--- config.mk ---
export PLATFORM = sky130hd
export DESIGN_NAME = gng_burst_ctrl
export DESIGN_NICKNAME = d
export VERILOG_FILES = /design/src/rtl/gng_burst_ctrl.sv
export SDC_FILE = /design/constraint.sdc
export NUM_CORES = 1
export LEC_CHECK = 0
export ABC_CLOCK_PERIOD_IN_PS = 4650
export CAP_MARGIN = 20
export CORE_UTILIZATION = 59
export CTS_BUF_LIST = sky130_fd_sc_hd__clkbuf_16
export DETAILED_ROUTE_END_ITERATION = 7
export PLACE_DENSITY_LB_ADDON = 0.2
export SYNTH_ARGS = -nofsm -noshare
export SYNTH_HDL_FRONTEND = slang
export SYNTH_SLANG_ARGS = --single-unit
--- constraint.sdc ---
create_clock -name clk -period 4.65 [get_ports clk]
set_clock_uncertainty 0.15 [all_clocks]
set_input_delay 0.6975 -clock clk [delete_from_list [all_inputs] [get_ports clk]]
set_output_delay 0.6975 -clock clk [all_outputs]
set_load 0.02 [all_outputs]
--- src/rtl/gng_burst_ctrl.sv ---
// Burst controller between a noise generator and an AXI-stream style sink.
// Optional gain stage in front of the FIFO is enabled by GNG_BURST_CTRL_GAIN_EN.
module gng_burst_ctrl #(
    parameter int FIFO_DEPTH = 8,
    parameter int CNT_W      = 16
) (
    input  logic             clk,
    input  logic             rstn,
    input  logic             start,
    input  logic             abort,
    input  logic [CNT_W-1:0] burst_len,
    input  logic [15:0]      gain,
    output logic             busy,
    output logic             done,
    output logic             gng_ce,
    input  logic             gng_valid,
    input  logic [15:0]      gng_data,
    output logic             m_valid,
    input  logic             m_ready,
    output logic [15:0]      m_data,
    output logic             m_last
);
    localparam int AW = $clog2(FIFO_DEPTH);
    localparam int CW = AW + 1;

    typedef enum logic [1:0] {IDLE, RUN, DRAIN} state_t;

    state_t           state;
    logic [CNT_W-1:0] len_q, issued, xfer;
    logic [CW-1:0]    count, inflight, inflight_nx;
    logic [AW-1:0]    wr_ptr, rd_ptr;
    logic [15:0]      mem [FIFO_DEPTH];
    logic             aborted, done_q;
    logic             rx_vld, rx_cnt;
    logic [15:0]      rx_data;
    logic             push, pop, issue_ok, credit_ok, last_beat, flush;

`ifdef GNG_BURST_CTRL_GAIN_EN
    logic signed [32:0] prod, shr;
    logic [15:0]        scaled;

    // s<16,11> x u<16,14>: sign-extend data, zero-extend gain, floor-shift back to s<16,11>
    always_comb begin
        prod = $signed({{17{gng_data[15]}}, gng_data} * {17'd0, gain});
        shr  = prod >>> 14;
        if (shr > 33'sd32767)
            scaled = 16'h7fff;
        else if (shr < -33'sd32768)
            scaled = 16'h8000;
        else
            scaled = shr[15:0];
    end

    always_ff @(posedge clk or negedge rstn) begin
        if (!rstn) begin
            rx_vld  <= 1'b0;
            rx_data <= '0;
        end else begin
            rx_vld  <= gng_valid && (state != IDLE);
            rx_data <= scaled;
        end
    end
`else
    logic unused_gain;
    assign unused_gain = ^gain;
    assign rx_vld      = gng_valid;
    assign rx_data     = gng_data;
`endif

    // Credit covers both buffered samples and samples still owed by the generator
    assign issue_ok    = (len_q == '0) || (issued < len_q);
    assign credit_ok   = ({1'b0, count} + {1'b0, inflight}) < (CW+1)'(FIFO_DEPTH);
    assign gng_ce      = (state == RUN) && !abort && issue_ok && credit_ok;
    assign rx_cnt      = rx_vld && (state != IDLE);
    assign push        = rx_cnt && !aborted && !abort;
    assign flush       = abort && (state != IDLE);
    assign inflight_nx = inflight + CW'(gng_ce) - CW'(rx_cnt);

    assign m_valid   = (count != '0);
    assign pop       = m_valid && m_ready;
    assign m_data    = m_valid ? mem[rd_ptr] : '0;
    assign last_beat = (len_q != '0) && (xfer == len_q - CNT_W'(1));
    assign m_last    = m_valid && last_beat;
    assign busy      = (state != IDLE);
    assign done      = done_q;

    always_ff @(posedge clk) begin
        if (push)
            mem[wr_ptr] <= rx_data;
    end

    always_ff @(posedge clk or negedge rstn) begin
        if (!rstn) begin
            wr_ptr <= '0;
            rd_ptr <= '0;
            count  <= '0;
        end else if (flush) begin
            wr_ptr <= '0;
            rd_ptr <= '0;
            count  <= '0;
        end else begin
            if (push) wr_ptr <= wr_ptr + AW'(1);
            if (pop)  rd_ptr <= rd_ptr + AW'(1);
            count <= count + CW'(push) - CW'(pop);
        end
    end

    always_ff @(posedge clk or negedge rstn) begin
        if (!rstn) begin
            state    <= IDLE;
            len_q    <= '0;
            issued   <= '0;
            xfer     <= '0;
            inflight <= '0;
            aborted  <= 1'b0;
            done_q   <= 1'b0;
        end else begin
            done_q   <= 1'b0;
            inflight <= inflight_nx;
            if (gng_ce) issued <= issued + CNT_W'(1);
            if (pop)    xfer   <= xfer + CNT_W'(1);
            case (state)
                IDLE: begin
                    if (start && !abort) begin
                        state   <= RUN;
                        len_q   <= burst_len;
                        issued  <= '0;
                        xfer    <= '0;
                        aborted <= 1'b0;
                    end
                end
                RUN: begin
                    if (abort) begin
                        state   <= DRAIN;
                        aborted <= 1'b1;
                    end else if (gng_ce && (len_q != '0) && (issued == len_q - CNT_W'(1))) begin
                        state <= DRAIN;
                    end
                end
                DRAIN: begin
                    // after abort we only wait for the generator to stop owing samples
                    if (aborted) begin
                        if (inflight_nx == '0) begin
                            state  <= IDLE;
                            done_q <= 1'b1;
                        end
                    end else if (abort) begin
                        aborted <= 1'b1;
                    end else if (pop && last_beat) begin
                        state  <= IDLE;
                        done_q <= 1'b1;
                    end
                end
                default: state <= IDLE;
            endcase
        end
    end
endmodule
## After elaboration in Yosys (flattened, before gate mapping)

Memory sizes are Yosys's and may differ from the RTL's.
Cells that the tools add are included.
W data, S select, Z words.

| storage, ports and cells | value |
|---|---|
| output and inout port bits | 21 |
| memories kept | 1 |
| bits in latches | 0 |
| bits in read-only memories | 0 |
| bits of input ports | 54 |
| logic and storage cells | 94 |
| flip-flop bits (word level) | 66 |
| bits in writable memories | 128 |

| operators by class | value |
|---|---|
| order comparisons | 2 |
| add/subtract/negate cells | 10 |
| multipliers | 0 |
| reduce and logical (&&, ||, !) cells | 29 |
| equality and inequality tests | 10 |
| shifts and indexed selects | 0 |
| div/mod/pow operators | 0 |
| multiplexer cells | 32 |
| bitwise gates (word level) | 0 |

Memories:

| name | words | bits a word | rd ports | clocked after Yosys merged registers in | write ports | line | RTL |
|---|---|---|---|---|---|---|---|
| mem | 8 | 16 | 1 | 0 | 1 | 32 | `logic [15:0] mem [FIFO_DEPTH];` |

Operators by type and width:

| cell | count |
|---|---|
| $mux W16 | 7 |
| $add A16 B1 Y16 const B | 2 |
| $eq A16 B16 Y1 | 2 |
| $logic_not A16 Y1 | 1 |
| $lt A16 B16 Y1 | 1 |
| $reduce_bool A16 Y1 | 1 |
| $sub A16 B1 Y16 const B | 1 |
| $logic_and A1 B1 Y1 | 14 |
| $mux W2 | 7 |
| $mux W3 | 4 |
| $mux W1 | 11 |
| $ne A3 B3 Y1 const B | 3 |
| $add A4 B1 Y4 | 2 |
| $sub A4 B1 Y4 | 2 |
| $add A3 B1 Y3 const B | 2 |
| $pmux W2 S3 | 1 |
| $reduce_bool A2 Y1 | 3 |
| $add A4 B4 Y5 | 1 |
| $lt A5 B4 Y1 const B | 1 |
| $reduce_and A5 Y1 | 1 |
| $logic_not A4 Y1 | 1 |
| $mux W4 | 1 |
| $ne A2 B2 Y1 const B | 2 |
| $reduce_bool A4 Y1 | 1 |
| other kinds (10) | 11 |

## Logic depth before layout (Yosys ltp)

Gate-level depths: netlist (run 1).

| logic depth | value |
|---|---|
| depth after elaboration | 10 |
| mapped depth | 16 |
| gate-level depth less buffers | 15 |

## Worst setup path after synthesis (run 1)

No wires, ideal clock.

| timing path | value |
|---|---|
| path kind | flip-flop to flip-flop |
| start point | reg len_q[7] |
| end point | reg state[0] |
| data required time | 4.421 ns |
| arrival time | 4.080 ns |
| slack | 0.341 ns |
| library setup time | 0.079 ns |
| buffers on the path | 1 |
| clock period less this slack | 4.309 ns |
| stages on the path, launching flop included | 11 |
| cells stage by stage | dfrtp_1 > buf_6 > or4_4 > or4_4 > a21oi_1 > ha_1 > fa_1 > or4_1 > o31a_1 > a221oi_2 > mux2i_1 |

| on the way | value |
|---|---|
| cells in the longest elaborated chain, start to end | 9 |
| elaborated cells on any way between the ends | 20 |
| those cells by class | add/sub (3); order compare (1); eq/ne (5); reduce/logical (11) |

RTL lines:

| what | line | RTL |
|---|---|---|
| from (decl) | 29 | `logic [CNT_W-1:0] len_q, issued, xfer;` |
| from (signal assigned) | 126 | `len_q <= burst_len;` |
| $lt A16 B16 Y1 or $logic_not A16 Y1 (tied branches) | 71 | `assign issue_ok = (len_q == '0) \|\| (issued < len_q);` |
| $logic_or A1 B1 Y1 * | 71 |  |
| $logic_and A1 B1 Y1 * (2 in a row) | 73 | `assign gng_ce = (state == RUN) && !abort && issue_ok && credit_ok;` |
| named net gng_ce | 15 | `output logic gng_ce,` |
| $add A4 B1 Y4 * | 77 | `assign inflight_nx = inflight + CW'(gng_ce) - CW'(rx_cnt);` |
| $sub A4 B1 Y4 * | 77 |  |
| named net inflight_nx[1] | 30 | `logic [CW-1:0] count, inflight, inflight_nx;` |
| $logic_not A4 Y1 * | 143 | `if (inflight_nx == '0) begin` |
| $ne A3 B3 Y1 (no source line) * | n/a |  |
| $reduce_and A5 Y1 (no source line) * | n/a |  |
| to (signal assigned) | 144 | `state <= IDLE;` |
| to (signal assigned) | 150 | `state <= IDLE;` |
| to (signal assigned) | 154 | `default: state <= IDLE;` |
| to (decl) | 28 | `state_t state;` |

Mark *: on every way through the listed nets, which the timed path passes. The rest lies on a longest branch.
A chain may end at the register's enable or synchronous reset.

## Final worst setup path (run 1)

| timing path | value |
|---|---|
| start point | reg len_q[0] |
| end point | out m_last |

| on the way | value |
|---|---|
| cells in the longest elaborated chain, start to end | 4 |
| elaborated cells on any way between the ends | 5 |
| those cells by class | add/sub (1); eq/ne (1); reduce/logical (3) |

RTL lines:

| what | line | RTL |
|---|---|---|
| $sub A16 B1 Y16 | 82 | `assign last_beat = (len_q != '0) && (xfer == len_q - CNT_W'(1));` |
| $eq A16 B16 Y1 | 82 |  |
| $logic_and A1 B1 Y1 * | 82 |  |
| $logic_and A1 B1 Y1 * | 83 | `assign m_last = m_valid && last_beat;` |
| to (decl) | 21 | `output logic m_last` |

Every way passes the cells marked *; elsewhere a longest branch is shown, timed or not.

==> run metrics, run 1 <==
placed cell areas=0.0103 mm2; Synth Area in XOR/XNOR=6.66%; DRT Wirelength=19900 um; Final Total Pwr=0.00615 W; CTS sink cnt=194; Routed Antenna Nets=0; clk buf depth=2; Yosys reg bits=194; clock latency on the worst-skew pair=0.43 ns; GR Overflow Total=0; syn avg cell area=13.2 um2; root buffer cell=clkbuf_16; DRT iter0 DRCs=423; worst vdd ir=536 uV; Synth area leader=edfxtp_1; Residual DRC=0; PD cells=561 mW/mm2; clock slew at reported path FFs=0.07 ns; main flop type after synthesis=edfxtp_1; Starting Density=61.4%; WHS=0.205 ns; worst-path fanout max=7; Filler cells=1062; classification of the worst setup path=register to output port; Setup Fix Bufs, Post-CTS=0; Core Area=0.0154 mm2; Die Ht=129 um; post-synthesis sequential area ratio=58.0%; Simple-Gate Fraction of Synth Area=11.1%; Final Slew Violations=0; Synth Area in Compound Gates=5.63%; layout cells sized above 1=13.2%; row count=45; EDFF count, synth=128; main combinational cell family by area after synthesis=simple AND/OR/NAND/NOR gates; Synth Area in Adders=5.44%; H-tree levels=4; area grow syn2layout=15.7%; Ys Warns=0; Final setup viols=0; n_diodes=0; Slew HR=42.0%; share of the synthesized area in the top cell type=40.6%; cell with the most instances after synthesis=edfxtp_1; Synth top cells by count=edfxtp_1, dfrtp_1, nor2_1, xnor2_1, inv_1; largest net degree at the start of global routing=65; mapped cell area=0.00947 mm2; status=finished clean; Post-Layout Inst Area=0.0110 mm2; register area=0.00550 mm2; vias in the first global route=6300; Syn Inst Count=716; Required @ worst endpoint=3.80 ns; Max Cap Viol=0; final setup TNS=0 ns; crit share post-route=94.1%; Final #Nets=875; Num CTS Buffers=17; Netlist cell types=61; largest cells by area after synthesis=edfxtp_1, dfrtp_1, mux4_2, ha_1, xnor2_1; routability cong.=0.903; Mapped Nets=810; post-synthesis mux area share=9.83%; vias=5932; die area=0.0166 mm2; post-route minimum period=4.38 ns; Peak Freq=0.229 GHz; HPWL Detailed=13600 um; Worst Setup Slack, final=0.275 ns; Buffers on Ports=58; HP Class=input pin to asynchronous set/reset pin; # IOs=75; worst slew pin tran=0.869 ns; GRT Util Overall=26.4%; Worst EP arrival=3.53 ns; leak pwr=4.04 nW; final-report hold violation count=0; crit end category=output port; antenna violations before repair=0; DRT Pass-1 Iters=5; async set-reset flop share out of synthesis=34.0%; Post-Place Setup Slack=0.348 ns; RSZ-0062 raised after global routing=no; crit start category=register; first-pass GRT wire length=32500 um; routed len/inst=19.8 um; Die X=129 um; CTS tree=built; area of the multi-input gates=0.00368 mm2; Vias per Instance=5.90
## routing by layer
| metal | part of all wire (%) | global-route usage [%] |
|---|---|---|
| met1 | 41 | 32.8 |
| met2 | 52 | 46.7 |
| met3 | 4.0 | 5.03 |
| met4 | 2.1 | 8.86 |
| met5 | 0 | 0 |
## flip-flops by register name, summed over array words and instances (netlist names), 2 cells and up
signal    flops
len_q        16
count         4
wr_ptr        3
mem         128
rd_ptr        3
inflight      4
state         2
xfer         16
issued       16
## what timing repair did
item                       in CTS  in global routing
hold buffers                    0                  0
setup endpoints to repair       0                  1
resized for setup               0                  1
## final timing paths
check,start,to,slack [ns],cells after the start
max,len_q[0],m_last,0.27,10
min,rstn,issued[8],0.20,1
max reg2reg,len_q[7],state[0],0.30,12
min reg2reg,wr_ptr[0],wr_ptr[0],0.42,2
max in group asynchronous,rstn,count[0],3.23,2
min in group clk,wr_ptr[0],wr_ptr[0],0.42,2
## metrics by stage
| stage | utilization (%) | instances |
|---|---|---|
| 2_1_floorplan | - | 716 |
| 3_3_place_gp | 66.6 | 971 |
| 3_5_place_dp | 66.6 | 971 |
| 4_1_cts | 70.7 | 1003 |
| 5_1_grt | 71.0 | 1005 |
| 6_report | 71.0 | 1005 |
## layout by cell type, fill, tap and decap left out, drive strengths merged, types with 2 or more instances in the layout
cell type | Yosys | final
a2111oi | 2 | 2
a211oi | 6 | 6
a21o | 3 | 3
a21oi | 23 | 23
and2 | 5 | 5
and3 | 5 | 5
and4 | 2 | 2
buf | 10 | 19
clkbuf | 19 | 17
clkdlybuf4s50 | 0 | 57
clkinv | 0 | 6
dfrtp | 66 | 66
edfxtp | 128 | 128
fa | 2 | 2
ha | 38 | 38
inv | 39 | 46
mux2i | 21 | 21
mux4 | 32 | 32
nand2 | 37 | 37
nand2b | 5 | 5
nand3 | 22 | 22
nand4 | 17 | 17
nor2 | 65 | 65
nor2b | 5 | 5
nor3 | 8 | 8
nor4 | 7 | 7
o2111ai | 4 | 4
o21a | 2 | 2
o21ai | 32 | 32
o31ai | 4 | 4
or3 | 10 | 10
or4 | 9 | 9
xnor2 | 41 | 41
xor2 | 31 | 31
## cells by family after synthesis
kind of cell,Yosys count
AOI/OAI and AO/OA,85
xor gates and xnor gates,72
adders and majority gates,40
buffers and inverters,69
DFF,194
muxes,53
and+or+nand+nor,203
## power breakdown
group | leakage (nW) | internal, W | switching [W]
clock | 0.301 | 0.000787 | 0.000724
combinational | 1.72 | 0.00110 | 0.00118
sequential | 2.02 | 0.00204 | 0.000317
## critical path, stage by stage (launching register included)
cell,delay (ns)
dfrtp_1,0.44
inv_1,0.12
ha_1,0.28
nor3b_1,0.16
buf_4,0.18
and4bb_2,0.24
xnor2_1,0.32
xnor2_1,0.16
nand4_1,0.15
nor4_1,0.38
clkdlybuf4s50_1,0.68
## final cells by class
cell class	instances	area share, %
Sequential cell	194	50.1
Timing Repair Buffer	76	6.78
Clock buffer	17	3.88
Clock inverter	15	1.88
Tap cell	211	2.41
Multi-Input combinational cell	453	33.6
Inverter	39	1.34
No activity file was read; power rests on OpenSTA's default activity.
==> run 2, diff against run 1 <==
--- a/config.mk
+++ b/config.mk
@@ -9,7 +9,9 @@
 export CAP_MARGIN = 20
 export CORE_UTILIZATION = 59
 export CTS_BUF_LIST = sky130_fd_sc_hd__clkbuf_16
+export CTS_CLUSTER_SIZE = 24
 export DETAILED_ROUTE_END_ITERATION = 7
+export GPL_TIMING_DRIVEN = 0
 export PLACE_DENSITY_LB_ADDON = 0.2
 export SYNTH_ARGS = -nofsm -noshare
 export SYNTH_HDL_FRONTEND = slang
==> run 2 against run 1 <==
Sequential share of layout area is 0.57 points lower. Worst setup slack worse by 0.087 ns. Die area stayed put. Largest power group is now combinational logic. First-iteration DRC count is 5.2% lower. Core utilization is 0.79 points higher. Count of clock-buffer cells in the layout stayed put.
==> run metrics, run 2 (synthesis gave the netlist of run 1 again) <==
status=finished clean; classification of the worst setup path=register to register; Required @ worst endpoint=4.86 ns (+1.06 ns); vias=6151 (+3.7%); Final setup viols=0 (unchanged); max reg flops=128 (unchanged); GR Overflow Total=0 (unchanged); commonest non-fill, non-tap cell in the layout=edfxtp_1; Util after Layout=71.8% (+0.79 points); GR Util met2=47.1% (+0.38 points); Peak Freq=0.224 GHz (-2.0%); Worst EP arrival=4.67 ns (+1.14 ns); HP Class=input pin to asynchronous set/reset pin; Cell Count, Final, Fillers Out=1025 (+2.0%); Routed Antenna Nets=0 (unchanged); CP cell instances=buf_6, inv_1, ha_1, a2111oi_0, or3_1, a311o_2, nand3_1, a21oi_4, ha_1, fa_1, or4_1, o31a_1, a221oi_2, mux2i_1; CTS tree=built; RSZ-0062 raised after global routing=no; WHS=0.218 ns (+0.0132 ns); Hold-fix buffers, CTS=0 (unchanged); clk buf depth=2 (unchanged); Max Cap Viol=0 (unchanged); reg2reg path depth=14 (+2); met1 Usage GRT=33.6% (+0.79 points); HPWL Detailed=14700 um (+7.9%); DRT Pass-1 Iters=5 (unchanged); # IOs=75 (unchanged); largest reg by FF count=mem; Final #Nets=895 (+2.3%); Core Area=0.0154 mm2 (unchanged); layout cells sized above 1=12.9% (-0.32 points); met3 Use GR=5.61% (+0.58 points); die area=0.0166 mm2 (unchanged); worst-path fanout max=7 (unchanged); grt peak-use layer=met2; delay of the slowest critical-path stage=0.60 ns (-0.08 ns); most frequent cells in the layout=edfxtp_1, dfrtp_1, nor2_1; Die X=129 um (unchanged); leak pwr=4.06 nW (+0.41%); DRT iter0 DRCs=401 (-5.2%); worst vdd ir=370 uV (-31%); largest net degree at the start of global routing=67 (+3.1%); Vias per Instance=6.00 (+1.7%); routability cong.=0.926 (+2.5%); n_diodes=0 (unchanged); reg-to-reg slack, setup=0.19 ns (-0.11 ns); Num CTS Buffers=17 (unchanged); Die Ht=129 um (unchanged); row count=45 (unchanged); root buffer cell=clkbuf_16; final-report hold violation count=0 (unchanged); Post-Place Setup Slack=-0.171 ns (-0.519 ns); crit start category=register; Final Slew Violations=0 (unchanged); area grow syn2layout=17.0%; Residual DRC=0 (unchanged); slowest stage cell, crit path=or4_1; crit share post-route=96.0% (+1.9 points); CTS sink cnt=194 (unchanged); dpl cells=993 (+2.3%); Buffers on Ports=58 (unchanged); H-tree levels=4 (unchanged); post-route minimum period=4.46 ns (+0.0875 ns); worst slew pin tran=0.951 ns (+0.0817 ns); worst r2r src=len_q[7]; DRT Wirelength=20700 um (+3.8%); routed len/inst=20.2 um (+1.8%); FF-to-FF End=state[0]; antenna violations before repair=0 (unchanged); clock latency on the worst-skew pair=0.43 ns (about the same); most used cell, CP=ha_1; GRT Util Overall=27.1% (+0.69 points); first-pass GRT wire length=33000 um (+1.4%); Worst Setup Slack, final=0.187 ns (-0.0875 ns); crit end category=register; Final Total Pwr=0.00616 W (+0.22%); Starting Density=61.4% (unchanged); Slew HR=36.6% (-5.4 points); clock slew at reported path FFs=0.07 ns (about the same); PD cells=556 mW/mm2 (-0.88%); vias in the first global route=6303 (+0.048%)
## run 2: critical path: cells and delay by family, from the launching register on
kind	cells	cell delay (ns)
AND/OR/NAND/NOR	3	0.93
adder cells (fa/ha/maj)	3	1.03
flip-flops	1	0.34
AO/OA/AOI/OAI	5	1.52
multiplexers	1	0.21
buffers and inverters	2	0.20
## run 2: per-layer routing
layer | share of wire [%] | vias to the layer above
met4 | 2.5 | 0
met3 | 5.4 | 33
met2 | 51 | 205
met1 | 41 | 3109
li1 | - | 2804
met5 | 0 | -
## run 2: cell type report
type,instances,area (um2)
Sequential cell,194,5500
Fill cell,1077,4340
Multi-Input combinational cell,453,3710
Timing Repair Buffer,66,716
Clock buffer,17,425
Tap cell,211,264
Buffer,30,171
Clock inverter,15,150
Inverter,39,146
## run 2: worst max-delay path by stage
| stage | from | end | slack (ns) | cells past startpoint |
|---|---|---|---|---|
| 4_1_cts | len_q[7] | state[0] | 0.05 | 14 |
| 5_1_grt | len_q[7] | state[1] | 0.02 | 14 |
| 2_1_floorplan | len_q[7] | state[0] | 0.34 | 10 |
| 3_3_place_gp | abort | state[0] | -0.09 | 10 |
| 6_report | len_q[7] | state[0] | 0.19 | 14 |
| 3_5_place_dp | len_q[7] | state[0] | -0.17 | 14 |
## run 2: power breakdown
part | total (W) | switching (W) | internal (W)
sequential | 0.00222 | 0.000178 | 0.00204
combinational | 0.00252 | 0.00137 | 0.00115
clock | 0.00142 | 0.000670 | 0.000754
total | 0.00616 | 0.00222 | 0.00394
## run 2: repair_timing
action | in CTS | in global routing
setup buffers | 0 | 0
hold endpoints to repair | 0 | 0
setup endpoints to repair | 3 | 3
gates resized for setup | 2 | 3
## run 2: stage by stage
stage | area (um2) | setup TNS (ns)
finish | 11100 | 0
global route | 11100 | 0
CTS | 11100 | 0
detailed placement | 10500 | -0.335
global placement | 10300 | -0.141
floorplan | 9470 | 0
